File: src/rtl/writeback_ports_pkg.sv
// rtl/writeback_ports_pkg.sv - shared widths, write request type and rd match helper
package writeback_ports_pkg;

  localparam int REG_IDX_W = 5;
  localparam int DATA_W    = 32;

  localparam logic [REG_IDX_W-1:0] REG_ZERO = 5'd0;

  typedef struct packed {
    logic                 valid;
    logic [REG_IDX_W-1:0] rd;
    logic [DATA_W-1:0]    value;
  } wb_req_t;

  // True when either live lane write targets rd; such a lane write is younger than any queued result.
  function automatic logic rd_hit(input logic [REG_IDX_W-1:0] rd, input wb_req_t a, input wb_req_t b);
    return (a.valid && (a.rd == rd)) || (b.valid && (b.rd == rd));
  endfunction

endpackage

File: src/rtl/writeback_ports_if.sv
// rtl/writeback_ports_if.sv - lane, late-result and register file write port bundle
interface writeback_ports_if;
  import writeback_ports_pkg::*;

  logic                 lane0_valid_i;
  logic [REG_IDX_W-1:0] lane0_rd_i;
  logic [DATA_W-1:0]    lane0_value_i;
  logic                 lane1_valid_i;
  logic [REG_IDX_W-1:0] lane1_rd_i;
  logic [DATA_W-1:0]    lane1_value_i;
  logic                 late_valid_i;
  logic [REG_IDX_W-1:0] late_rd_i;
  logic [DATA_W-1:0]    late_value_i;
  logic                 late_ready_o;
  logic [REG_IDX_W-1:0] rd0_o;
  logic [DATA_W-1:0]    rd0_value_o;
  logic [REG_IDX_W-1:0] rd1_o;
  logic [DATA_W-1:0]    rd1_value_o;
  logic [2:0]           late_level_o;
  logic                 late_squash_o;

  modport master (
    output lane0_valid_i, lane0_rd_i, lane0_value_i,
    output lane1_valid_i, lane1_rd_i, lane1_value_i,
    output late_valid_i, late_rd_i, late_value_i,
    input  late_ready_o, rd0_o, rd0_value_o, rd1_o, rd1_value_o,
    input  late_level_o, late_squash_o
  );

  modport slave (
    input  lane0_valid_i, lane0_rd_i, lane0_value_i,
    input  lane1_valid_i, lane1_rd_i, lane1_value_i,
    input  late_valid_i, late_rd_i, late_value_i,
    output late_ready_o, rd0_o, rd0_value_o, rd1_o, rd1_value_o,
    output late_level_o, late_squash_o
  );

endinterface

File: src/rtl/writeback_ports_late_queue.sv
// rtl/writeback_ports_late_queue.sv - ordered late-result queue with kill, compaction and 2-wide drain
module wb_late_queue
  import writeback_ports_pkg::*;
#(
  parameter int DEPTH = 2
) (
  input  logic       clk_i,
  input  logic       rst_i,
  input  wb_req_t    push_i,
  output logic       ready_o,
  input  wb_req_t    kill0_i,
  input  wb_req_t    kill1_i,
  input  logic [1:0] free_cnt_i,
  output wb_req_t    drain0_o,
  output wb_req_t    drain1_o,
  output logic [2:0] level_o,
  output logic       squash_o
);

  wb_req_t    slot_q [DEPTH];
  wb_req_t    slot_d [DEPTH];
  logic [2:0] level_q, level_d;
  logic       squash_q, squash_d;

  wb_req_t    surv [8];
  logic [2:0] surv_cnt;
  logic [2:0] pop_cnt;
  logic [2:0] remain;
  logic       killed;
  logic       take0, take1, dup;
  logic       push_acc, push_kill, push_en;

  assign ready_o  = rst_i && (level_q < 3'(DEPTH));
  assign level_o  = level_q;
  assign squash_o = squash_q;

  always_comb begin
    surv     = '{default: '0};
    surv_cnt = 3'd0;
    killed   = 1'b0;
    // Survivors are packed oldest-first so slot 0 stays the oldest after the edge.
    for (int i = 0; i < DEPTH; i++) begin
      if (3'(i) < level_q) begin
        if (rd_hit(slot_q[i].rd, kill0_i, kill1_i)) begin
          killed = 1'b1;
        end else begin
          surv[surv_cnt] = slot_q[i];
          surv_cnt       = surv_cnt + 3'd1;
        end
      end
    end

    take0 = (surv_cnt != 3'd0) && (free_cnt_i != 2'd0);
    take1 = (surv_cnt > 3'd1) && (free_cnt_i == 2'd2);
    dup   = take1 && (surv[0].rd == surv[1].rd);

    drain0_o = '0;
    drain1_o = '0;
    if (dup) begin
      drain0_o = surv[1];
    end else begin
      if (take0) drain0_o = surv[0];
      if (take1) drain1_o = surv[1];
    end

    pop_cnt = {2'b00, take0} + {2'b00, take1};
    remain  = surv_cnt - pop_cnt;

    // x0 results are consumed without queueing; lane-matched ones are already stale.
    push_acc  = push_i.valid && ready_o && (push_i.rd != REG_ZERO);
    push_kill = push_acc && rd_hit(push_i.rd, kill0_i, kill1_i);
    push_en   = push_acc && !push_kill;

    for (int j = 0; j < DEPTH; j++) begin
      slot_d[j] = '0;
      if (3'(j) < remain) begin
        slot_d[j] = surv[3'(j) + pop_cnt];
      end else if (push_en && (3'(j) == remain)) begin
        slot_d[j] = push_i;
      end
    end

    level_d  = remain + {2'b00, push_en};
    squash_d = killed || push_kill || dup;
  end

  always_ff @(posedge clk_i) begin
    if (!rst_i) begin
      slot_q   <= '{default: '0};
      level_q  <= 3'd0;
      squash_q <= 1'b0;
    end else begin
      slot_q   <= slot_d;
      level_q  <= level_d;
      squash_q <= squash_d;
    end
  end

endmodule

File: src/rtl/writeback_ports.sv
// rtl/writeback_ports.sv - merges two issue lanes and the late queue onto registered rd0/rd1 write ports
module writeback_ports
  import writeback_ports_pkg::*;
#(
  parameter int LATE_DEPTH         = 2,
  parameter bit SUPPORT_DUAL_ISSUE = 1'b1
) (
  input  logic          clk_i,
  input  logic          rst_i,
  writeback_ports_if.slave wb
);

  wb_req_t lane0, lane1, late_in;
  wb_req_t drain0, drain1;
  wb_req_t port0, port1;
  logic    lane0_live, lane1_live, lane0_keep;
  logic [1:0] free_cnt;
  logic    late_ready;
  logic [2:0] late_level;
  logic    late_squash;

  logic [REG_IDX_W-1:0] rd0_q, rd0_d, rd1_q, rd1_d;
  logic [DATA_W-1:0]    rd0_value_q, rd0_value_d, rd1_value_q, rd1_value_d;

  always_comb begin
    lane0_live = wb.lane0_valid_i && (wb.lane0_rd_i != REG_ZERO);
    lane1_live = SUPPORT_DUAL_ISSUE && wb.lane1_valid_i && (wb.lane1_rd_i != REG_ZERO);
    lane0      = {lane0_live, wb.lane0_rd_i, wb.lane0_value_i};
    lane1      = {lane1_live, wb.lane1_rd_i, wb.lane1_value_i};
    late_in    = {wb.late_valid_i, wb.late_rd_i, wb.late_value_i};
    // Same-rd lanes: lane1 is younger, so lane0 is dropped and port 0 opens up for a drain.
    lane0_keep = lane0_live && !(lane1_live && (wb.lane0_rd_i == wb.lane1_rd_i));
    free_cnt   = {1'b0, !lane0_keep} + {1'b0, !lane1_live};
  end

  wb_late_queue #(
    .DEPTH (LATE_DEPTH)
  ) u_late_queue (
    .clk_i      (clk_i),
    .rst_i      (rst_i),
    .push_i     (late_in),
    .ready_o    (late_ready),
    .kill0_i    (lane0),
    .kill1_i    (lane1),
    .free_cnt_i (free_cnt),
    .drain0_o   (drain0),
    .drain1_o   (drain1),
    .level_o    (late_level),
    .squash_o   (late_squash)
  );

  always_comb begin
    // drain0 always goes to the first free port, drain1 only when both are free.
    port0 = lane0_keep ? lane0 : drain0;
    port1 = lane1_live ? lane1 : (lane0_keep ? drain0 : drain1);

    rd0_d       = port0.valid ? port0.rd    : REG_ZERO;
    rd0_value_d = port0.valid ? port0.value : '0;
    rd1_d       = port1.valid ? port1.rd    : REG_ZERO;
    rd1_value_d = port1.valid ? port1.value : '0;
  end

  always_ff @(posedge clk_i) begin
    if (!rst_i) begin
      rd0_q       <= REG_ZERO;
      rd0_value_q <= '0;
      rd1_q       <= REG_ZERO;
      rd1_value_q <= '0;
    end else begin
      rd0_q       <= rd0_d;
      rd0_value_q <= rd0_value_d;
      rd1_q       <= rd1_d;
      rd1_value_q <= rd1_value_d;
    end
  end

  assign wb.rd0_o         = rd0_q;
  assign wb.rd0_value_o   = rd0_value_q;
  assign wb.rd1_o         = rd1_q;
  assign wb.rd1_value_o   = rd1_value_q;
  assign wb.late_ready_o  = late_ready;
  assign wb.late_level_o  = late_level;
  assign wb.late_squash_o = late_squash;

endmodule

File: src/flat_wrapper.sv
// flat-port wrapper written by rule: the top's interface ports become plain ports
module writeback_ports_flat import writeback_ports_pkg::*;
#(
  parameter int LATE_DEPTH         = 2,
  parameter bit SUPPORT_DUAL_ISSUE = 1'b1
)
  (clk_i, rst_i, wb_lane0_valid_i, wb_lane0_rd_i, wb_lane0_value_i, wb_lane1_valid_i, wb_lane1_rd_i, wb_lane1_value_i, wb_late_valid_i, wb_late_rd_i, wb_late_value_i, wb_late_ready_o, wb_rd0_o, wb_rd0_value_o, wb_rd1_o, wb_rd1_value_o, wb_late_level_o, wb_late_squash_o);
  writeback_ports_if wb_i ();
  input  logic clk_i;
  input  logic rst_i;
  input wire logic [$bits(wb_i.lane0_valid_i)-1:0] wb_lane0_valid_i;
  input wire logic [$bits(wb_i.lane0_rd_i)-1:0] wb_lane0_rd_i;
  input wire logic [$bits(wb_i.lane0_value_i)-1:0] wb_lane0_value_i;
  input wire logic [$bits(wb_i.lane1_valid_i)-1:0] wb_lane1_valid_i;
  input wire logic [$bits(wb_i.lane1_rd_i)-1:0] wb_lane1_rd_i;
  input wire logic [$bits(wb_i.lane1_value_i)-1:0] wb_lane1_value_i;
  input wire logic [$bits(wb_i.late_valid_i)-1:0] wb_late_valid_i;
  input wire logic [$bits(wb_i.late_rd_i)-1:0] wb_late_rd_i;
  input wire logic [$bits(wb_i.late_value_i)-1:0] wb_late_value_i;
  output wire logic [$bits(wb_i.late_ready_o)-1:0] wb_late_ready_o;
  output wire logic [$bits(wb_i.rd0_o)-1:0] wb_rd0_o;
  output wire logic [$bits(wb_i.rd0_value_o)-1:0] wb_rd0_value_o;
  output wire logic [$bits(wb_i.rd1_o)-1:0] wb_rd1_o;
  output wire logic [$bits(wb_i.rd1_value_o)-1:0] wb_rd1_value_o;
  output wire logic [$bits(wb_i.late_level_o)-1:0] wb_late_level_o;
  output wire logic [$bits(wb_i.late_squash_o)-1:0] wb_late_squash_o;
  assign wb_i.lane0_valid_i = wb_lane0_valid_i;
  assign wb_i.lane0_rd_i = wb_lane0_rd_i;
  assign wb_i.lane0_value_i = wb_lane0_value_i;
  assign wb_i.lane1_valid_i = wb_lane1_valid_i;
  assign wb_i.lane1_rd_i = wb_lane1_rd_i;
  assign wb_i.lane1_value_i = wb_lane1_value_i;
  assign wb_i.late_valid_i = wb_late_valid_i;
  assign wb_i.late_rd_i = wb_late_rd_i;
  assign wb_i.late_value_i = wb_late_value_i;
  assign wb_late_ready_o = wb_i.late_ready_o;
  assign wb_rd0_o = wb_i.rd0_o;
  assign wb_rd0_value_o = wb_i.rd0_value_o;
  assign wb_rd1_o = wb_i.rd1_o;
  assign wb_rd1_value_o = wb_i.rd1_value_o;
  assign wb_late_level_o = wb_i.late_level_o;
  assign wb_late_squash_o = wb_i.late_squash_o;
  writeback_ports #(.LATE_DEPTH(LATE_DEPTH), .SUPPORT_DUAL_ISSUE(SUPPORT_DUAL_ISSUE)) u_core (.clk_i(clk_i), .rst_i(rst_i), .wb(wb_i));
endmodule
File: config.mk
export PLATFORM = sky130hd
export DESIGN_NAME = writeback_ports_flat
export DESIGN_NICKNAME = d
export VERILOG_FILES = /design/src/rtl/writeback_ports_pkg.sv /design/src/rtl/writeback_ports_if.sv /design/src/rtl/writeback_ports_late_queue.sv /design/src/rtl/writeback_ports.sv /design/src/flat_wrapper.sv
export SDC_FILE = /design/constraint.sdc
export NUM_CORES = 1
export LEC_CHECK = 0
export ABC_AREA = 1
export CAP_MARGIN = 20
export CORE_ASPECT_RATIO = 1.1
export CORE_UTILIZATION = 56
export DETAILED_ROUTE_END_ITERATION = 6
export MAX_ROUTING_LAYER = met4
export PLACE_DENSITY = 0.94
export SLEW_MARGIN = 25
export SYNTH_ARGS = -nofsm -noshare
export SYNTH_HDL_FRONTEND = slang
export SYNTH_SLANG_ARGS = --single-unit
File: constraint.sdc
create_clock -name clk_i -period 10.9 [get_ports clk_i]
set_input_delay 2.725 -clock clk_i [delete_from_list [all_inputs] [get_ports clk_i]]
set_output_delay 2.725 -clock clk_i [all_outputs]
set_load 0.05 [all_outputs]
==> flow_summary.rst <==
.. list-table::
   :header-rows: 1

   * - Metric
     - Value
   * - Post-CTS setup-driven buffer insertion count
     - 0
   * - Area of the mapped netlist
     - 0.008910 sq mm
   * - Post-route non-filler standard cell count
     - 1655
   * - Net count of the finished layout
     - 1566
   * - Clock skew after layout
     - 0.008043 ns
   * - Max-cap violations
     - 0
   * - Post-DP HPWL
     - 17070 um
   * - Worst supply voltage drop on vdd
     - 251.3 uV
   * - Number of antenna violations at the first check in global routing
     - 1
   * - Die area
     - 0.01642 sq mm
   * - Number of input and output port buffers inserted
     - 194
   * - Count of filler cells inserted in the layout
     - 1225
   * - Slew margin rel.
     - 32.16%
   * - Wire length of the first global-routing pass
     - 45630 um
   * - Worst-path maximum fanout
     - 44
   * - Initial cell density of the core
     - 57.06%
   * - Area taken by multi-input logic gates
     - 0.005144 sq mm
   * - Sequential cell area
     - 0.003083 sq mm
   * - Share of the yosys chip area belonging to registers
     - 34.60%
   * - # hold bufs at CTS
     - 0
   * - Clock transition time at the flip-flop clock pins of the worst setup and hold paths
     - 0.07 ns
   * - Setup repair after global routing missed its margin
     - false
   * - Layout cell share with drive strength beyond 1
     - 7.216%
   * - Part of the total power dissipated in the clock network
     - 22.0%
   * - Core ar.
     - 0.01562 sq mm
   * - Count of cell types in the netlist
     - 37
   * - Die extent in x
     - 122.3 um
   * - Setup TNS after final layout
     - 0 ns
   * - Leakage power
     - 4.660 nW
   * - Total via count after detailed routing
     - 9994
   * - Chip height
     - 134.3 um
   * - Vias in the first global route
     - 9506
   * - Crit Path Class
     - in -> reg
   * - Run status
     - complete, no violations
   * - Post-layout min period
     - 9.081 ns
   * - Detail-routed via count per cell
     - 6.039
   * - Synthesized area per cell
     - 6.694 sq um
   * - Power per standard cell area
     - 240.2 mW/mm^2
   * - Overall track demand over capacity in global routing
     - 35.76%
   * - Gate count of the mapped netlist
     - 1331
   * - Achievable clock frequency
     - 0.1101 GHz
   * - Count of final setup violators
     - 0
   * - Number of hold violations in the final report
     - 0
   * - Switching power summed over all nets
     - 1.268 mW
   * - Post-synthesis net count
     - 1455
   * - Final antenna-violating net count
     - 0
   * - Critical Path Source Type
     - primary input
   * - Slew at the pin closest to its max-slew limit
     - 1.015 ns
   * - Root Driver
     - clkbuf_16
   * - Category of the worst setup path capture point
     - flop
   * - Clock tree from TritonCTS
     - yes
   * - Endpoint arrival time on the critical path
     - 9.43 ns
   * - Portion of total power attributed to sequential cells
     - 27.3%
   * - Hold WC Path Type
     - reg -> reg
   * - Post-CTS Resized
     - 0
   * - Number of ports placed on the die boundary
     - 195
   * - Synth-to-layout area growth
     - 26.91%
   * - Antenna fix cells
     - 0
   * - Num CTS Buffers
     - 17
   * - DR WL/cell
     - 17.25 um
   * - Final period utilization
     - 83.31%
   * - H-tree level count
     - 4
   * - Total wire length after detailed routing
     - 28560 um
   * - Count of warnings emitted by yosys
     - 0
   * - Total internal power
     - 1.449 mW
   * - Global route total overflow
     - 0
   * - DR pass1 iterations
     - 6
   * - Logic pwr share
     - 50.7%
   * - Worst-skew pair later-pin latency
     - 0.43 ns
   * - Row count
     - 48
   * - Count of state elements after synthesis
     - 154
   * - Sinks on Clock Net
     - 154
   * - Required time at the worst-slack endpoint
     - 11.25 ns
   * - Max Transition Viols Final
     - 0
   * - DRC Markers
     - 0
   * - Starting DRC count in detailed routing
     - 1155
   * - GP Congestion
     - 0.9115
   * - Placed cell count
     - 1623
   * - Maximum root-to-sink buffer count
     - 2
   * - Pin count of the biggest net entering global routing
     - 79
   * - Switching part of the total power
     - 46.66%
==> registers in the layout (all words and copies together), names as in the netlist <==
| name | count |
|---|---|
| u_core.u_late_queue.level_o | 3 |
| u_core.u_late_queue.slot_q | 76 |
| u_core.u_late_queue.squash_o | 1 |
| u_core.wb.rd0_o | 5 |
| u_core.wb.rd0_value_o | 32 |
| u_core.wb.rd1_o | 5 |
| u_core.wb.rd1_value_o | 32 |
==> synthesized netlist by cell type <==
master / n / area share [%]
nand3b_1: 2 / 0.17
ha_1: 7 / 0.98
nor3b_1: 1 / 0.084
nand4_1: 8 / 0.56
inv_2: 7 / 0.29
a22oi_1: 1 / 0.084
o21ai_0: 5 / 0.28
nor2_4: 1 / 0.13
nand2_2: 5 / 0.35
nor2_8: 1 / 0.22
nor2_1: 101 / 4.3
a21oi_1: 153 / 8.6
a32oi_1: 32 / 3.1
clkbuf_1: 62 / 2.6
buf_6: 5 / 0.63
nand2_1: 371 / 16
o21ai_1: 1 / 0.056
nand2_4: 4 / 0.51
clkinv_1: 2 / 0.084
nor2_2: 2 / 0.14
xor2_1: 19 / 1.9
nand3_2: 4 / 0.45
nor3_1: 7 / 0.39
buf_1: 21 / 0.88
o21ai_2: 1 / 0.098
inv_1: 54 / 2.3
or2_2: 32 / 2.2
buf_4: 2 / 0.17
nand3_1: 149 / 8.4
buf_2: 21 / 1.2
fa_1: 1 / 0.22
xnor2_1: 16 / 1.6
and3_1: 1 / 0.070
o211ai_1: 76 / 6.4
o21ai_4: 1 / 0.18
dfxtp_1: 154 / 35
nand3_4: 1 / 0.20
==> critical path, stage by stage <==
cell and delay [ns]:
clkdlybuf4s50_1 0.56, nor2_1 0.16, nand3b_1 0.11, nand2_2 0.49, inv_2 0.56, nand3_4 0.28
nand3_1 0.18, inv_2 0.59, ha_1 0.37, o21ai_0 0.29, nand2_1 0.08, nand2_1 0.09
clkinv_1 0.07, buf_4 0.30, ha_2 0.41, ha_1 0.15, inv_1 0.06, fa_1 0.58
nor2_1 0.09, nor2_4 0.77, o211ai_1 0.25, a21oi_1 0.20
==> layout by cell type (no fill, tap or decap), types with 2 or more instances in the layout <==
cell             synthesis  layout
nand2_4                  4       4
clkinv_2                 0       6
nand3_1                149     149
inv_1                   54      53
nor3_1                   7       7
nand4_1                  8       8
nor2_1                 101      98
nand2_2                  5       5
a32oi_1                 32      32
o21ai_0                  5       5
or2_2                   32      32
xnor2_1                 16      16
clkbuf_1                62       2
buf_4                    2       9
clkinvlp_4               0       3
nand2_1                371     371
ha_1                     7       6
o211ai_1                76      76
clkdlybuf4s50_1          0     194
bufinv_16                0       3
clkbuf_16                0      17
inv_2                    7       9
a21oi_1                153     152
nand3b_1                 2       2
nand3_2                  4       4
dfxtp_1                154     154
nor2_4                   1       5
xor2_1                  19      19
==> routing by layer <==
metal  track usage (%)  share of wire, %  vias up
met4             16.87               3.1        0
met1             43.04                39     4571
met2             57.27                48      643
met3             6.675                10       89
met5                 -                 0        -
li1                  -                 -     4691
==> final timing paths <==
path | endpoint | cells after the start | slack [ns] | startpoint
min | u_core.u_late_queue.slot_q[50] | 4 | 0.67 | u_core.u_late_queue.slot_q[50]
max reg2reg | u_core.u_late_queue.slot_q[10] | 20 | 5.35 | u_core.u_late_queue.level_o[1]
min reg2reg | u_core.u_late_queue.slot_q[50] | 4 | 0.67 | u_core.u_late_queue.slot_q[50]
max | u_core.u_late_queue.slot_q[10] | 22 | 1.82 | wb_lane1_rd_i[1]
==> kinds of logic after synthesis <==
logic type,share of synthesized area (%)
AO/OA/AOI/OAI,18.85
flip-flops,34.60
XOR/XNOR,3.440
adder cells (fa/ha/maj),1.208
AND/OR/NAND/NOR,33.77
buffers and inverters,8.131
==> metrics by stage <==
| step | setup slack, ns | hold slack, ns | total power, mW | area (sq um) | utilization [%] |
|---|---|---|---|---|---|
| 2_1_floorplan | 3.885 | 0.6159 | 1.739 | 8910 | - |
| 3_3_place_gp | 1.965 | 0.6376 | 2.034 | 10720 | 68.67 |
| 3_5_place_dp | 1.638 | 0.6514 | 2.083 | 10720 | 68.67 |
| 4_1_cts | 1.946 | 0.6699 | 2.683 | 11310 | 72.41 |
| 5_1_grt | 1.463 | 0.7051 | 2.857 | 11310 | 72.41 |
| 6_report | 1.819 | 0.6666 | 2.717 | 11310 | 72.41 |
==> layout make-up <==
class / instances / share of cell area, %
tap: 200 / 2.213
inverter: 63 / 2.091
multi-input combinational: 1003 / 45.49
timing repair buffer: 203 / 17.77
sequential: 154 / 27.27
clock buffer: 19 / 3.829
clock inverter: 13 / 1.339
==> power by group through the flow <==
| stage | logic (mW) | registers, mW | clock network (mW) |
|---|---|---|---|
| floorplan | 0.927 | 0.812 | 0 |
| global placement | 1.29 | 0.747 | 0 |
| detailed placement | 1.33 | 0.751 | 0 |
| CTS | 1.34 | 0.739 | 0.599 |
| global route | 1.48 | 0.751 | 0.622 |
| finish | 1.38 | 0.742 | 0.598 |
No activity file was read; power rests on OpenSTA's default activity.
